### src/rtl/nibbler_ctrl.sv
// Sequencer for the 4-bit nibbler CPU: fetches one- or two-byte instructions and
// issues the datapath strobes, with free-run, halt and single-step control.
module nibbler_ctrl (
    input  logic        clk,
    input  logic        reset,
    input  logic        run,
    input  logic        step_req,
    input  logic [7:0]  program_byte,
    input  logic        c_flag,
    input  logic        z_flag,
    output logic        step_ack,
    output logic        phase,
    output logic [3:0]  instr,
    output logic [3:0]  operand,
    output logic [11:0] address_ram,
    output logic        pc_inc,
    output logic        pc_load,
    output logic        accu_we,
    output logic        flags_we,
    output logic        out_we,
    output logic        ram_we,
    output logic        ram_oe,
    output logic [1:0]  alu_op,
    output logic [1:0]  bus_sel,
    output logic        halted
);

    typedef enum logic [1:0] {StHalt, StFetch, StAddr, StExec} state_e;

    localparam logic [3:0] OpJc   = 4'h0;
    localparam logic [3:0] OpJnc  = 4'h1;
    localparam logic [3:0] OpJz   = 4'h2;
    localparam logic [3:0] OpJnz  = 4'h3;
    localparam logic [3:0] OpJmp  = 4'h4;
    localparam logic [3:0] OpCmpi = 4'h5;
    localparam logic [3:0] OpCmpm = 4'h6;
    localparam logic [3:0] OpLit  = 4'h7;
    localparam logic [3:0] OpOut  = 4'h8;
    localparam logic [3:0] OpAddi = 4'h9;
    localparam logic [3:0] OpAddm = 4'hA;
    localparam logic [3:0] OpNori = 4'hB;
    localparam logic [3:0] OpNorm = 4'hC;
    localparam logic [3:0] OpIn   = 4'hD;
    localparam logic [3:0] OpLd   = 4'hE;
    localparam logic [3:0] OpSt   = 4'hF;

    state_e     state_q, state_d;
    logic [3:0] instr_q, instr_d;
    logic [3:0] operand_q, operand_d;
    logic [7:0] addr_lo_q, addr_lo_d;
    logic       stepping_q, stepping_d;
    logic       step_prev_q, step_prev_d;
    logic       step_ack_q, step_ack_d;

    function automatic logic is_two_byte(input logic [3:0] op);
        case (op)
            OpLit, OpIn, OpOut, OpAddi, OpNori, OpCmpi: is_two_byte = 1'b0;
            default:                                    is_two_byte = 1'b1;
        endcase
    endfunction

    always_ff @(posedge clk or negedge reset) begin
        if (!reset) begin
            state_q     <= StHalt;
            instr_q     <= 4'h0;
            operand_q   <= 4'h0;
            addr_lo_q   <= 8'h00;
            stepping_q  <= 1'b0;
            step_prev_q <= 1'b0;
            step_ack_q  <= 1'b0;
        end else begin
            state_q     <= state_d;
            instr_q     <= instr_d;
            operand_q   <= operand_d;
            addr_lo_q   <= addr_lo_d;
            stepping_q  <= stepping_d;
            step_prev_q <= step_prev_d;
            step_ack_q  <= step_ack_d;
        end
    end

    always_comb begin
        state_d     = state_q;
        instr_d     = instr_q;
        operand_d   = operand_q;
        addr_lo_d   = addr_lo_q;
        stepping_d  = stepping_q;
        step_prev_d = step_req;
        step_ack_d  = 1'b0;
        case (state_q)
            StHalt: begin
                // Step edges are only looked at here, so earlier ones are dropped.
                if (run) begin
                    state_d = StFetch;
                end else if (step_req && !step_prev_q) begin
                    state_d    = StFetch;
                    stepping_d = 1'b1;
                end
            end
            StFetch: begin
                instr_d   = program_byte[7:4];
                operand_d = program_byte[3:0];
                state_d   = is_two_byte(program_byte[7:4]) ? StAddr : StExec;
            end
            StAddr: begin
                addr_lo_d = program_byte;
                state_d   = StExec;
            end
            StExec: begin
                if (run && !stepping_q) begin
                    state_d = StFetch;
                end else begin
                    state_d    = StHalt;
                    step_ack_d = stepping_q;
                    stepping_d = 1'b0;
                end
            end
            default: state_d = StHalt;
        endcase
    end

    always_comb begin
        pc_inc   = 1'b0;
        pc_load  = 1'b0;
        accu_we  = 1'b0;
        flags_we = 1'b0;
        out_we   = 1'b0;
        ram_we   = 1'b0;
        ram_oe   = 1'b0;
        alu_op   = 2'b00;
        bus_sel  = 2'b00;
        case (state_q)
            StFetch, StAddr: pc_inc = 1'b1;
            StExec: begin
                unique case (instr_q)
                    OpJc:   pc_load = c_flag;
                    OpJnc:  pc_load = ~c_flag;
                    OpJz:   pc_load = z_flag;
                    OpJnz:  pc_load = ~z_flag;
                    OpJmp:  pc_load = 1'b1;
                    OpCmpi: begin flags_we = 1'b1; alu_op = 2'b11; end
                    OpCmpm: begin flags_we = 1'b1; alu_op = 2'b11; bus_sel = 2'b01; ram_oe = 1'b1; end
                    OpLit:  accu_we = 1'b1;
                    OpOut:  begin out_we = 1'b1; bus_sel = 2'b11; end
                    OpAddi: begin accu_we = 1'b1; flags_we = 1'b1; alu_op = 2'b01; end
                    OpAddm: begin
                        accu_we = 1'b1; flags_we = 1'b1; alu_op = 2'b01;
                        bus_sel = 2'b01; ram_oe = 1'b1;
                    end
                    OpNori: begin accu_we = 1'b1; flags_we = 1'b1; alu_op = 2'b10; end
                    OpNorm: begin
                        accu_we = 1'b1; flags_we = 1'b1; alu_op = 2'b10;
                        bus_sel = 2'b01; ram_oe = 1'b1;
                    end
                    OpIn:   begin accu_we = 1'b1; bus_sel = 2'b10; end
                    OpLd:   begin accu_we = 1'b1; ram_oe = 1'b1; bus_sel = 2'b01; end
                    OpSt:   begin ram_we = 1'b1; bus_sel = 2'b11; end
                endcase
            end
            default: ;
        endcase
    end

    assign phase       = (state_q == StExec);
    assign halted      = (state_q == StHalt);
    assign step_ack    = step_ack_q;
    assign instr       = instr_q;
    assign operand     = operand_q;
    assign address_ram = {operand_q, addr_lo_q};

endmodule

### config.mk
export PLATFORM = sky130hd
export DESIGN_NAME = nibbler_ctrl
export DESIGN_NICKNAME = d
export VERILOG_FILES = /design/src/rtl/nibbler_ctrl.sv
export SDC_FILE = /design/constraint.sdc
export NUM_CORES = 1
export LEC_CHECK = 0
export CAP_MARGIN = 20
export CORE_ASPECT_RATIO = 1.5
export CORE_MARGIN = 2
export CORE_UTILIZATION = 25
export CTS_BUF_LIST = sky130_fd_sc_hd__clkbuf_16
export CTS_CLUSTER_DIAMETER = 150
export DETAILED_ROUTE_END_ITERATION = 7
export GPL_TIMING_DRIVEN = 0
export REMOVE_ABC_BUFFERS = 1
export SYNTH_ARGS = -nofsm -noshare
export SYNTH_HDL_FRONTEND = slang
export SYNTH_SLANG_ARGS = --single-unit
### constraint.sdc
create_clock -name clk -period 1.3 [get_ports clk]
set_input_delay 0.26 -clock clk [delete_from_list [all_inputs] [get_ports clk]]
set_output_delay 0.26 -clock clk [all_outputs]
set_load 0.05 [all_outputs]
==> metrics list <==
- Number of global-route vias before repair: between 1,000 and 1,500
- The root buffer cell chosen for the clock tree is sky130_fd_sc_hd__clkbuf_16.
- YS warnings: 0
- In the post-route analysis, the smallest setup slack over all paths is -651.8 ps.
* Violations in the final reports: design-rule violations, negative setup slack
* Clock transition at the registers of the reported paths: 60 ps
- The run finished, with violations left.
- Unique masters post-synth: 34
- With fillers left out, the area of the finished cells amounts to 0.002237 mm².
- After detailed routing, the number of vias per cell comes to roughly 5.0.
- Count of mapped cells out of synthesis: roughly 100
- After synthesis the cells add up to about 0.0011 mm².
- After layout, the worst path uses 150.1% of the clock period.
* Proportion of layout cells with a drive suffix above 1: 64.04%
* HPWL after detailed placement: between 2000 and 2500 µm
* Drt drc: 7
- Floorplan die area: a little over 0.005 mm²
- Final Hold Violating Endpoints: 0
* Number of failing setup endpoints in the final timing report: 32
- The first global-routing pass estimated approximately 5600 µm of wire.
- CP Capture Type: output pin
- Minimum setup slack among reg-to-reg paths: -300 ps
- Summed over all layers, the global routing overflow is 0.
- Final critical-path required period: around 2000 ps
- In this run, synthesis produced a sequential element count of 21.
- Area share of the largest cell type after synthesis: between 40% and 50%
* Slew HR: a little over a third
* Number of clock sinks: 21
- Wire per inst: approximately 17 µm
* Setup repair after global routing missed its margin: true
- Die boundary width: about 60 µm
- In this run the standard cell core region covers about 0.0043 mm².
- STA puts the critical path data required time at 1040 ps.
- The worst setup path is of the flip-flop to output pin kind.
- Entering global routing, the biggest net connects 22 pins.
- Port Buffer Count: 47
- During I/O placement, the number of pins put on the boundary was 48.
* Cell count of the worst reg-to-reg path: 8
* Total number of nets in the final design: 197
* Pin slew with the least headroom to its limit: a little under 1000 ps
- Critical path peak fanout: 6
* Detailed Routing Iterations Pass 1: 6
* Sequential area share after synthesis: 46.82%
- Leading cell type in the layout, fill and taps excluded: sky130_fd_sc_hd__buf_4
- Final clock skew: between 1 and 1.5 ps
* WHS: about 280 ps
* Cell type contributing the most total cell area after synthesis: sky130_fd_sc_hd__dfrtp_1
* Clock Latency Late Sink: between 200 and 300 ps
- Hold crit path type: input port to async pin
- The detailed router placed approximately 1,100 vias in this run.
- TritonCTS created 3 clock buffers.
* Worst r2r dst: state_q[0]
- Data arrives at the worst endpoint at about 1700 ps.
- Number of standard-cell rows in the floorplan: 29
- Startpoint types: flip-flop
- Synth Area per Inst: ~11 µm²
* Chip height: 86.06 µm
- TritonCTS built the clock tree.
- From synthesis to final layout, the design area changed by 99.33%.
* Global Route Usage Sum: approximately 14%
- Hold repair after CTS inserted 0 buffers.
- 0 antenna diodes ended up in the layout.
- The initial antenna violation count was 0.
- Main flop type after synthesis: sky130_fd_sc_hd__dfrtp_1
- Final GP Congestion: roughly 0.86
* Detailed Route WL: ~3900 µm
- Post-detailed-placement cell area: around 0.0016 mm²
- Yosys mapped a number of flops with a built-in enable equal to 0.
- Most frequent cells in the layout: sky130_fd_sc_hd__buf_4, sky130_fd_sc_hd__buf_6, sky130_fd_sc_hd__dfrtp_1, sky130_fd_sc_hd__clkdlybuf4s15_2, sky130_fd_sc_hd__clkdlybuf4s50_1
- DRT antenna net count: 0
- Max Transition Viols Final: 0
- Number of H-tree levels: 1
- Max-cap violations in this run came to 0.
- Derived from the worst setup path, the maximum achievable clock frequency is slightly above 500 MHz.
- In this run the critical register-to-register path is launched from state_q[1].
- Starting Density: between 20% and 30%
- Maximum clock insertion buffer count: 2
- Number of DRC markers after the initial detailed-route iteration: 86
- By area the synthesized netlist is led by sky130_fd_sc_hd__dfrtp_1, sky130_fd_sc_hd__mux2_2, sky130_fd_sc_hd__ha_1.
- In the synthesized netlist the async set-or-reset flop fraction comes to 100.0%.
==> cells in the mapped netlist, types with 2 or more instances <==
cell	count
sky130_fd_sc_hd__or3_1	2
sky130_fd_sc_hd__buf_2	2
sky130_fd_sc_hd__and2_1	2
sky130_fd_sc_hd__a311oi_1	2
sky130_fd_sc_hd__ha_1	4
sky130_fd_sc_hd__dfrtp_1	21
sky130_fd_sc_hd__nor2_1	3
sky130_fd_sc_hd__inv_1	5
sky130_fd_sc_hd__clkbuf_1	2
sky130_fd_sc_hd__o21ai_0	6
sky130_fd_sc_hd__buf_4	5
sky130_fd_sc_hd__nand2_1	5
sky130_fd_sc_hd__xnor2_1	2
sky130_fd_sc_hd__mux2_2	16
sky130_fd_sc_hd__nand3_1	2
sky130_fd_sc_hd__nor3b_1	2
sky130_fd_sc_hd__a21oi_1	4
==> worst max-delay path: stages, from the launching register on <==
cell and delay [ps]:
sky130_fd_sc_hd__dfrtp_2 460, sky130_fd_sc_hd__buf_12 150, sky130_fd_sc_hd__o21ai_2 180, sky130_fd_sc_hd__a211oi_4 90, sky130_fd_sc_hd__or3_1 390, sky130_fd_sc_hd__buf_6 160
==> per-layer routing <==
layer	wire (µm)	track usage, %	part of all wire [%]
met1	1469	16.35	38
met2	2175	25.84	56
met3	185	2.112	4.8
met4	53	6.818	1.4
met5	0	0	0
==> timing repair <==
| action | in CTS | in global routing |
|---|---|---|
| gates resized for setup | 220 | 35 |
| buffers inserted | 27 | 7 |
| pin swaps | 11 | 6 |
| endpoints found under the setup margin | 51 | 37 |
| cloned | 0 | 0 |
==> through the flow <==
step | std cells | TNS [ps] | utilization, % | worst slack, ps
after floorplan | 93 | -13150 | - | -2583
after global placement | 186 | -19550 | 37.26 | -1191
after detailed placement | 186 | -21560 | 37.26 | -1202
after CTS | 217 | -5279 | 48.63 | -655.1
after global routing | 224 | -11240 | 52.25 | -719.6
final | 224 | -9991 | 52.25 | -651.8
==> registers in the layout, summed over array words and instances (netlist names) <==
signal	count
addr_lo_q	8
instr	4
operand	4
state_q	2
step_ack	1
step_prev_q	1
stepping_q	1
==> cells by family after synthesis <==
| family | count (synthesis) | synth area share (%) |
|---|---|---|
| DFF | 21 | 46.82 |
| xor gates and xnor gates | 3 | 2.342 |
| buffers and inverters | 14 | 6.578 |
| muxes | 16 | 16.05 |
| and+or+nand+nor | 25 | 12.93 |
| adders and majority gates | 4 | 4.459 |
| AOI/OAI and AO/OA | 19 | 10.82 |
==> cell type report <==
cell class              instances  area (µm²)
flip-flops and latches         21       531.8
clock buffers                   3       75.07
fillers                       352        2044
well taps                      46       57.56
multi-input cells              67       706.9
inverters                       5       31.28
repair buffers                 81       829.5
clock inverters                 1       5.005
==> worst max path at each step <==
| stage | end | slack, ps | cells past startpoint | startpoint |
|---|---|---|---|---|
| 6_report | bus_sel[0] | -650 | 5 | instr[2] |
| 5_1_grt | pc_load | -720 | 3 | instr[1] |
| 4_1_cts | pc_load | -660 | 3 | instr[1] |
| 3_5_place_dp | pc_load | -1200 | 4 | c_flag |
| 3_3_place_gp | pc_load | -1190 | 4 | c_flag |
| 2_1_floorplan | accu_we | -2580 | 3 | state_q[0] |
Power is left out: the tool's default activity adds up to more than one toggle a clock period on the data nets, which glitch-free logic cannot reach.
